`src/rtl/tick_counter_pkg.sv`:
```
// Shared state encoding and debounce sizing for the tick-driven LED counter.
package tick_counter_pkg;

  localparam logic [1:0] ST_PAUSED   = 2'd0;
  localparam logic [1:0] ST_RUN_UP   = 2'd1;
  localparam logic [1:0] ST_RUN_DOWN = 2'd2;

  localparam int DEB_CW = 4;

  typedef enum logic [1:0] {
    PAUSED   = ST_PAUSED,
    RUN_UP   = ST_RUN_UP,
    RUN_DOWN = ST_RUN_DOWN
  } state_t;

endpackage

```
`src/rtl/btn_debounce.sv`:
```
// One push-button: synchronizer, tick-paced debounce, and a one-cycle press pulse
// on each accepted 0->1 transition of the debounced level.
module btn_debounce
  import tick_counter_pkg::*;
#(
  parameter int DEB_TICKS   = 4,
  parameter int SYNC_STAGES = 2
) (
  input  logic clk,
  input  logic reset,
  input  logic tick,
  input  logic btn_raw,
  output logic btn_level,
  output logic btn_press
);

  localparam logic [DEB_CW-1:0] LAST_CNT = DEB_CW'(DEB_TICKS - 1);

  logic [SYNC_STAGES-1:0] sync_q;
  logic [DEB_CW-1:0]      cnt_q;
  logic                   level_q;
  logic                   level_prev;
  logic                   sync_lvl;

  assign sync_lvl  = sync_q[SYNC_STAGES-1];
  assign btn_level = level_q;

  always_ff @(posedge clk or negedge reset) begin
    if (!reset) begin
      sync_q     <= '0;
      cnt_q      <= '0;
      level_q    <= 1'b0;
      level_prev <= 1'b0;
      btn_press  <= 1'b0;
    end else begin
      sync_q     <= {sync_q[SYNC_STAGES-2:0], btn_raw};
      level_prev <= level_q;
      btn_press  <= level_q & ~level_prev;
      // The counter only advances while the synchronized level disagrees;
      // any agreement restarts the hold window, which is what rejects glitches.
      if (sync_lvl == level_q) begin
        cnt_q <= '0;
      end else if (tick) begin
        if (cnt_q == LAST_CNT) begin
          level_q <= sync_lvl;
          cnt_q   <= '0;
        end else begin
          cnt_q <= cnt_q + DEB_CW'(1);
        end
      end
    end
  end

endmodule

```
`src/rtl/tick_counter_ctrl.sv`:
```
// Run/pause/direction controller driving a wrapping up/down LED count,
// stepped by the slow tick enable and commanded by three debounced buttons.
module tick_counter_ctrl
  import tick_counter_pkg::*;
#(
  parameter int WIDTH       = 4,
  parameter int DEB_TICKS   = 4,
  parameter int SYNC_STAGES = 2
) (
  input  logic             clk,
  input  logic             reset,
  input  logic             tick,
  input  logic             btn_up,
  input  logic             btn_down,
  input  logic             btn_pause,
  output logic [WIDTH-1:0] count_out,
  output logic             running,
  output logic             dir_up
);

  state_t     state;
  logic [2:0] btn_lvl;
  logic       unused_lvl;
  logic       up_ev;
  logic       down_ev;
  logic       pause_ev;
  logic       up_only;
  logic       down_only;
  logic       pause_only;

  btn_debounce #(.DEB_TICKS(DEB_TICKS), .SYNC_STAGES(SYNC_STAGES)) u_deb_up (
    .clk(clk), .reset(reset), .tick(tick), .btn_raw(btn_up),
    .btn_level(btn_lvl[0]), .btn_press(up_ev)
  );

  btn_debounce #(.DEB_TICKS(DEB_TICKS), .SYNC_STAGES(SYNC_STAGES)) u_deb_down (
    .clk(clk), .reset(reset), .tick(tick), .btn_raw(btn_down),
    .btn_level(btn_lvl[1]), .btn_press(down_ev)
  );

  btn_debounce #(.DEB_TICKS(DEB_TICKS), .SYNC_STAGES(SYNC_STAGES)) u_deb_pause (
    .clk(clk), .reset(reset), .tick(tick), .btn_raw(btn_pause),
    .btn_level(btn_lvl[2]), .btn_press(pause_ev)
  );

  // Debounced levels are kept only as probe points; the FSM acts on press pulses.
  assign unused_lvl = ^btn_lvl;

  // Conflicting up+down cancels the whole cycle, pause included.
  assign up_only    = up_ev & ~down_ev;
  assign down_only  = down_ev & ~up_ev;
  assign pause_only = pause_ev & ~up_ev & ~down_ev;

  always_ff @(posedge clk or negedge reset) begin
    if (!reset) begin
      state     <= PAUSED;
      count_out <= '0;
      running   <= 1'b0;
      dir_up    <= 1'b1;
    end else begin
      // The step uses the pre-edge state, so a same-cycle command waits a tick.
      if (tick) begin
        if (state == RUN_UP) begin
          count_out <= count_out + WIDTH'(1);
        end else if (state == RUN_DOWN) begin
          count_out <= count_out - WIDTH'(1);
        end
      end

      case (state)
        PAUSED, RUN_UP, RUN_DOWN: begin
          if (up_only) begin
            state   <= RUN_UP;
            running <= 1'b1;
            dir_up  <= 1'b1;
          end else if (down_only) begin
            state   <= RUN_DOWN;
            running <= 1'b1;
            dir_up  <= 1'b0;
          end else if (pause_only) begin
            if (state == PAUSED) begin
              state   <= dir_up ? RUN_UP : RUN_DOWN;
              running <= 1'b1;
            end else begin
              state   <= PAUSED;
              running <= 1'b0;
            end
          end
        end
        default: begin
          state   <= PAUSED;
          running <= 1'b0;
        end
      endcase
    end
  end

endmodule

```
`config.mk`:
```
export PLATFORM = sky130hd
export DESIGN_NAME = tick_counter_ctrl
export DESIGN_NICKNAME = d
export VERILOG_FILES = /design/src/rtl/tick_counter_pkg.sv /design/src/rtl/btn_debounce.sv /design/src/rtl/tick_counter_ctrl.sv
export SDC_FILE = /design/constraint.sdc
export NUM_CORES = 1
export LEC_CHECK = 0
export ABC_AREA = 1
export BUFFER_PORTS_ARGS = -buffer_cell sky130_fd_sc_hd__buf_2
export CORE_UTILIZATION = 59
export DETAILED_ROUTE_END_ITERATION = 8
export PLACE_DENSITY = 0.79
export SETUP_SLACK_MARGIN = 0.5
export SLEW_MARGIN = 20
export SYNTH_ARGS = -nofsm -noshare
export SYNTH_HDL_FRONTEND = slang
export SYNTH_SLANG_ARGS = --single-unit
```
`constraint.sdc`:
```
create_clock -name clk -period 1.85 [get_ports clk]
set_input_delay 0.0925 -clock clk [delete_from_list [all_inputs] [get_ports clk]]
set_output_delay 0.0925 -clock clk [all_outputs]
set_load 0.005 [all_outputs]
```
## Word-level counts from Yosys, hierarchy flattened

Cells that the tools add are included.

| storage, ports and cells | value |
|---|---|
| bits in registers | 35 |
| output and inout bits | 6 |

| operators by class | value |
|---|---|
| add/sub/neg operators | 5 |
| equality and inequality tests | 9 |
| mux-type cells | 24 |
| bitwise gates (word level) | 15 |
| reduce and logical (&&, ||, !) cells | 12 |

Operators with widths:

| cell | number |
|---|---|
| 4-bit 2-to-1 mux | 11 |
| 4-bit by 1-bit adder with 4-bit output, second input constant | 4 |
| 4-bit by 2-bit == test with 1-bit output, second input constant | 3 |
| 2-bit 2-to-1 mux | 6 |
| 2-bit nonzero test | 5 |
| 3-bit AND reduction | 3 |
| 1-bit inverter | 8 |
| 1-bit AND | 7 |
| 1-bit 2-to-1 mux | 7 |
| 4-bit inequality test, second input constant | 1 |
| 2-bit AND reduction | 2 |
| 4-bit by 1-bit subtractor with 4-bit output, second input constant | 1 |
| 1-bit == test | 3 |
| 3-bit OR reduction | 1 |
| 2-bit by 1-bit == test with 1-bit output, second input constant | 1 |
| 2-bit == test, second input constant | 1 |
| 2-bit logical NOT | 1 |

## Depth between registers and ports, before layout

Gate-level depths: netlist (run 1).

| depth | value |
|---|---|
| depth in word-level cells | 7 |
| mapped depth | 11 |

## Hierarchy

From an unflattened synthesis (run 1), not the netlist that was laid out.

| second synthesis, totals | value |
|---|---|
| cell total of the unflattened synthesis | 203 |
| area, all modules | 1,816.7 um^2 |

Modules (own cells, without submodules):

| module | instances | cells an instance | area an instance (um^2) |
|---|---|---|---|
| btn_debounce | 3 | 44 | 420.4 |
| tick_counter_ctrl | 1 | 71 | 555.5 |

## Worst setup path before layout (run 1)

OpenSTA, ideal clock, no wires.

| timing path | value |
|---|---|
| path type | reg2reg |
| start point | reg state[1] |
| end point | reg count_out[3] |
| arrival time | 1.399 ns |
| data required time | 1.734 ns |
| setup slack | 0.334 ns |
| cell stages (with the launch flop) | 10 |
| buffers on the path | 0 |
| clock period less this slack | 1.516 ns |
| path through | dfrtp_1 inv_1 ha_1 inv_1 ha_1 or2_1 nand3_1 nand2_1 nand2_1 nand2_1 |

| on the way | value |
|---|---|
| word-level cells in the longest chain between the ends | 3 |
| elaborated cells between the ends (all ways) | 5 |
| those cells by class | eq/ne (2); mux (1); reduce/logical (2) |

Ends and longest elaborated chain:

| what | line | RTL |
|---|---|---|
| start: declaration | tick_counter_ctrl.sv:21 | `state_t state;` |
| start signal: assignment | tick_counter_ctrl.sv:82 | `state <= dir_up ? RUN_UP : RUN_DOWN;` |
| 2-bit by 1-bit == test with 1-bit output / 2-bit == test (equally long branches) | tick_counter_ctrl.sv:63, tick_counter_ctrl.sv:65 |  |
| 2-bit nonzero test (no source line) | - |  |
| 2-bit AND reduction (no source line) | - |  |
| end signal: assignment | tick_counter_ctrl.sv:64 | `count_out <= count_out + WIDTH'(1);` |
| end signal: assignment | tick_counter_ctrl.sv:66 | `count_out <= count_out - WIDTH'(1);` |
| end: declaration | tick_counter_ctrl.sv:16 | `output logic [WIDTH-1:0] count_out,` |

Several ways; a longest one is shown, not always the timed one.
A chain may end at the register's enable or synchronous reset.

## Worst setup path in the final report (run 1)

Same ends and word-level chain as after synthesis.

==> results.py, run 1 <==
metrics = {
    "clock_network": {
        "cts_made_buffers": 5,
        "clk_pin_slew_ps": 100,
        "cts_sinks": 35,
        "cts_tree": "yes",
        "clock_latency_ps": 340,
        "cts_max_level": 2,
        "cts-root-buf": "clkbuf_4",
        "clk_path_buf_depth": 2,
    },
    "critical_path": {
        "r2r_end": "count_out[3]",
        "cp_cell_sequence": "inv_2 -> ha_4 -> inv_4 -> ha_4 -> or2_4 -> nand3_1 -> nand2_1 -> nand2_1 -> nand2_1",
        "crit_slowest_cell": "dfrtp_1",
        "reg2reg_slack_ps": 400,
        "path_common_cell": "nand2_1",
        "slowest_delay_ps": 410,
        "start_kind": "register",
        "r2r_cells": 9,
        "cp.required_ps": 2090,
        "critPathCaptureType": "register",
        "arrival_ps": 1690,
        "path_class": "reg -> reg",
        "rr_startpoint": "state[1]",
        "cp-startpoint": "state[1]",
        "cp_max_fo": 4,
    },
    "placement": {
        "place.gp.congestion": 0.835,
        "dpl.hpwl_um": 2170,
        "dp_cells": 237,
        "io_buffers": 11,
    },
    "cells_and_area": {
        "nets": 237,
        "fin_cells": 252,
        "drive_gt1_share_pct": 20.4,
        "synthToLayoutAreaGrowth_pct": 15.3,
        "fill_cells": 209,
        "diodes": 0,
    },
    "floorplanning": {
        "row_count": 19,
        "core_area_um2": 2760,
        "die-area_um2": 3140,
        "die_w_um": 56.1,
        "start_util_pct": 62.6,
        "pin_count": 12,
        "die_y_um": 56.1,
    },
    "route": {
        "via_per_inst": 5.29,
        "drt_pre_antenna_iters": 4,
        "vias": 1333,
        "routed_wl_um": 3030,
        "drc_errors": 0,
        "postRouteAntennaNets": 0,
        "drtIter0Drc": 102,
        "wl_per_cell_um": 12.0,
    },
    "run": {
        "max_cap_violations": 0,
    },
    "yosys": {
        "avgSynthCellArea_um2": 8.76,
        "synth_nets": 214,
        "ys_ff_latch": 35,
        "yosys.area.top_type_share_pct": 49.3,
        "yosys_warnings": 0,
        "syn_inst": 197,
        "synth_top_area_cell": "dfrtp_1",
        "ys_seq_area_share_pct": 50.8,
        "ys_types": 24,
        "syn_area_um2": 1730,
        "synth_area_leaders": "dfrtp_1 (49%), nand2_1 (12%), ha_1 (7.3%)",
    },
    "timing": {
        "min_period_ps": 1450,
        "setup_viol": 0,
        "worst_slew_pin_slew_ps": 753,
        "maxSlewViolCount": 0,
        "period_share_pct": 78.4,
        "slew_headroom_pct": 49.8,
        "max_freq_ghz": 0.689,
        "tns_ps": 0,
        "rsz0062_at_grt": "true",
        "fin_hold_ws_ps": 175,
        "hold_viol_final": 0,
        "fin_worst_skew_ps": 7.02,
    },
    "run_status": {
        "status": "completed",
    },
    "grt": {
        "grtUsageMet2_pct": 39.3,
        "grt_pass1_wl_um": 5350,
        "gr-usage-met1_pct": 23.9,
        "grt-ovfl-total": 0,
        "busiest_layer": "met2",
        "grt_use_total_pct": 22.6,
        "use_met3_pct": 8.84,
        "grt_max_degree": 36,
        "antenna_found_initial": 0,
        "grt_pass1_vias": 1370,
    },
    "worst_hold_path": {
        "hold_depth": 3,
        "min_from": "tick",
        "hold_path_class": "in -> reg",
        "min_to": "u_deb_down.cnt_q[1]",
    },
    "power_and_ir_drop": {
        "power.leakage_nw": 1.02,
        "p_per_area_nw_per_um2": 1380,
        "peakVddDrop_mv": 1.18,
    },
}
==> stage by stage <==
stage | worst slack (ps) | cell area (um2) | power [mW] | util (%)
2_1_floorplan | 449 | 1740 | 1.87 | -
3_3_place_gp | 420 | 1810 | 2.06 | 65.6
3_5_place_dp | 352 | 1810 | 2.13 | 65.6
4_1_cts | 431 | 1950 | 2.65 | 70.6
5_1_grt | 328 | 1990 | 3.00 | 72.1
6_report | 399 | 1990 | 2.75 | 72.1
==> area by class of cell <==
class                      instances  area [um2]  area share (%)
sequential                        35         877            44.1
multi-input combinational        127         761            38.2
inverter                          33         126            6.35
timing repair buffer              18         118            5.91
clock buffer                       8        68.8            3.46
tap                               31        38.8            1.95
==> report_power, final <==
part	switching, mW	internal [mW]
Combinational	0.627	0.491
Clock	0.245	0.224
Sequential	0.185	0.981
Total	1.06	1.70
==> sequential cells by signal, summed over array words and instances (netlist names), 2 cells and up <==
signal	cells
u_deb_down.sync_q	2
state	2
u_deb_up.cnt_q	4
count_out	4
u_deb_up.sync_q	2
u_deb_pause.cnt_q	4
u_deb_down.cnt_q	4
u_deb_pause.sync_q	2
==> how the worst max path moves through the flow <==
stage                   end  depth (start not counted)
2_1_floorplan  count_out[3]                          9
3_3_place_gp   count_out[3]                          9
3_5_place_dp   count_out[3]                          9
4_1_cts        count_out[3]                          9
5_1_grt        count_out[3]                          9
6_report       count_out[3]                          9
==> what timing repair did <==
action,in CTS,in global routing
gates resized for setup,5,9
buffers inserted,2,1
pin swaps,1,3
endpoints found under the setup margin,3,6
hold buffers,4,0
endpoints found under the hold margin,37,0
==> cells in the mapped netlist (all sizes together) <==
master	instances
nand2	58
inv	33
nand4	5
or2	1
xnor2	2
dfrtp	34
fa	1
ha	10
nand3	16
a21oi	7
o21ai	13
xor2	1
dfstp	1
buf	2
nor2	13
==> worst max-delay path: cells and delay by family (launching register included) <==
kind	cells	cell delay, ps
fa+ha+maj	2	350
flops	1	410
buf+inv	2	130
simple gates	5	450
==> per-layer routing <==
metal / share of wire [%] / wire length (um)
met5: 0 / 0
met4: 1.7 / 51
met3: 3.7 / 112
met2: 52 / 1580
met1: 42 / 1280
==> cell usage in the layout (no fill, tap or decap), types with 4 or more instances in the layout <==
cell type | netlist | final
a21oi_1 | 6 | 6
buf_2 | 0 | 11
clkbuf_4 | 0 | 5
dfrtp_1 | 34 | 34
dlygate4sd3_1 | 0 | 4
ha_1 | 10 | 6
inv_1 | 31 | 28
inv_2 | 2 | 4
nand2_1 | 55 | 52
nand2_2 | 1 | 4
nand3_1 | 16 | 15
nand4_1 | 5 | 5
nor2_1 | 11 | 11
o21ai_0 | 6 | 4
o21ai_1 | 4 | 6
==> cells by family (layout without fill, tap and decap cells) <==
logic type      after synthesis  count (layout)  synth area share (%)
simple gates                 93              93                  23.9
fa+ha+maj                    11              11                  8.41
flops                        35              35                  50.8
compound gates               20              20                  6.67
xor+xnor                      3               3                  1.52
buf+inv                      35              59                  8.70
No activity file was read; power rests on OpenSTA's default activity.
==> run 2: changes to the inputs <==
==> constraint.sdc (replaced) <==
create_clock -name clk -period 1.4 [get_ports clk]
set_input_delay 0.07 -clock clk [delete_from_list [all_inputs] [get_ports clk]]
set_output_delay 0.07 -clock clk [all_outputs]
set_load 0.005 [all_outputs]
==> run 2 against run 1 <==
  * Worst setup slack got worse by 540 ps
  * Register-to-register slack worse by 540 ps
  * Clock skew rose by 9.6 ps
  * Highest routed layer unchanged
  * Global-route usage is 4.4 points higher
  * Critical path depth did not move
  * Critical endpoint unchanged
  * Die area unchanged
  * Wire length is 75% higher
  * Cell area up 29%
  * The run now ends with negative setup slack left
  * Largest cell class is now multi-input combinational cells
  * Combinational power rose by 150%
  * Fmax shrank 5.6%
==> results.py, run 2 (synthesis gave the netlist of run 1 again) <==
metrics = {
    "placement": {
        "place_ws_ps": -70.8,
        "placed_area_um2": 1930,
        "place.gp.congestion": 0.804,
        "dpl.hpwl_um": 2410,
        "dp_cells": 244,
        "io_buffers": 11,
    },
    "critical_path": {
        "start_kind": "register",
        "rr_startpoint": "state[0]",
        "critPathCaptureType": "register",
        "cp_max_fo": 4,
        "cp-startpoint": "state[0]",
        "cp.required_ps": 1710,
        "path_class": "reg -> reg",
        "arrival_ps": 1850,
    },
    "run": {
        "max_cap_violations": 0,
    },
    "clock_network": {
        "cts-root-buf": "clkbuf_4",
        "clk_path_buf_depth": 2,
        "cts_max_level": 2,
        "cts_sinks": 35,
        "cts_tree": "yes",
        "clk_pin_slew_ps": 120,
        "clock_latency_ps": 360,
        "cts_made_buffers": 5,
    },
    "cells_and_area": {
        "stdcell_area_um2": 2560,
        "fin_cells": 281,
        "synthToLayoutAreaGrowth_pct": 48.4,
        "drive_gt1_share_pct": 54.0,
        "final_common_cell": "nand2_1",
        "diodes": 0,
        "nets": 266,
        "utilization_pct": 92.9,
        "fill_cells": 92,
        "layout_common_cells": "nand2_1 (36), dfrtp_1 (32), buf_4 (22)",
    },
    "worst_hold_path": {
        "min_from": "tick",
        "hold_path_class": "in -> reg",
    },
    "floorplanning": {
        "core_area_um2": 2760,
        "die_w_um": 56.1,
        "pin_count": 12,
        "row_count": 19,
        "die_y_um": 56.1,
        "die-area_um2": 3140,
        "start_util_pct": 62.6,
    },
    "timing": {
        "tns_ps": -233,
        "fin_ws_ps": -138,
        "hold_viol_final": 0,
        "max_freq_ghz": 0.650,
        "fin_worst_skew_ps": 16.7,
        "slew_headroom_pct": 67.2,
        "rsz0062_at_grt": "true",
        "min_period_ps": 1540,
        "period_share_pct": 110,
        "setup_viol": 3,
        "maxSlewViolCount": 0,
        "worst_slew_pin_slew_ps": 493,
    },
    "grt": {
        "grt_pass1_wl_um": 6330,
        "grt_use_total_pct": 27.0,
        "antenna_found_initial": 0,
        "grt_max_degree": 22,
        "grt_pass1_vias": 1518,
        "grt-ovfl-total": 0,
    },
    "run_status": {
        "failed_checks": "negative setup slack",
        "status": "finished, violations left",
    },
    "route": {
        "via_per_inst": 5.70,
        "drc_errors": 0,
        "routed_wl_um": 5300,
        "postRouteAntennaNets": 0,
        "wl_per_cell_um": 18.9,
        "drt_pre_antenna_iters": 4,
        "vias": 1601,
        "drtIter0Drc": 57,
    },
    "power_and_ir_drop": {
        "peakVddDrop_mv": 2.02,
        "power.leakage_nw": 1.21,
        "p_per_area_nw_per_um2": 2020,
    },
}
run 2: where the power goes:
group | switching, mW | internal [mW]
Combinational | 1.45 | 1.34
Clock | 0.360 | 0.422
Sequential | 0.308 | 1.30
Total | 2.12 | 3.07
run 2: stage by stage:
stage / hold WS, ps / total power, mW
floorplan: -226 / 2.62
CTS: 130 / 4.23
global route: 194 / 5.40
global placement: 50.8 / 2.96
finish: 193 / 5.18
detailed placement: 59.4 / 3.08
run 2: cell type report:
class | count | area [um2] | share of cell area, %
multi-input cells | 127 | 1040 | 40.6
flip-flops and latches | 35 | 880 | 34.3
repair buffers | 47 | 379 | 14.8
inverters | 33 | 136 | 5.32
clock buffers | 6 | 51.3 | 2.00
well taps | 31 | 38.8 | 1.51
clock inverters | 2 | 35.0 | 1.37
run 2: path summary, 6_finish.rpt:
kind / end / slack, ps / cells after the start
max reg2reg: count_out[3] / -140 / 9
min reg2reg: u_deb_pause.sync_q[1] / 360 / 0
min in group asynchronous: state[0] / 200 / 2
max in group asynchronous: u_deb_up.cnt_q[2] / 680 / 3
min: u_deb_down.cnt_q[2] / 190 / 3
max: count_out[3] / -140 / 9
run 2: critical path, stage by stage, from the launching register on:
cell and delay [ps]:
dfrtp_1 460, ha_4 210, inv_6 80, ha_4 200
or2_4 240, nand2_1 70, nand2_1 60, nand2_1 70
nand2_1 50, nand2_1 50
run 2: repair_timing:
action / in CTS / in global routing
endpoints found under the setup margin: 29 / 29
resized for setup: 25 / 63
hold endpoints to repair: 21 / 0
hold buffers: 4 / 0
pin swaps: 10 / 26
buffers inserted: 14 / 11
run 2: layer usage:
metal / wire length [um] / GRT usage (%) / part of all wire, % / up-vias
li1: - / - / - / 725
met1: 1890 / 28.5 / 36 / 784
met2: 2860 / 49.8 / 54 / 58
met3: 229 / 5.81 / 4.3 / 34
met4: 315 / 13.9 / 5.9 / 0
met5: 0 / 0 / 0 / -
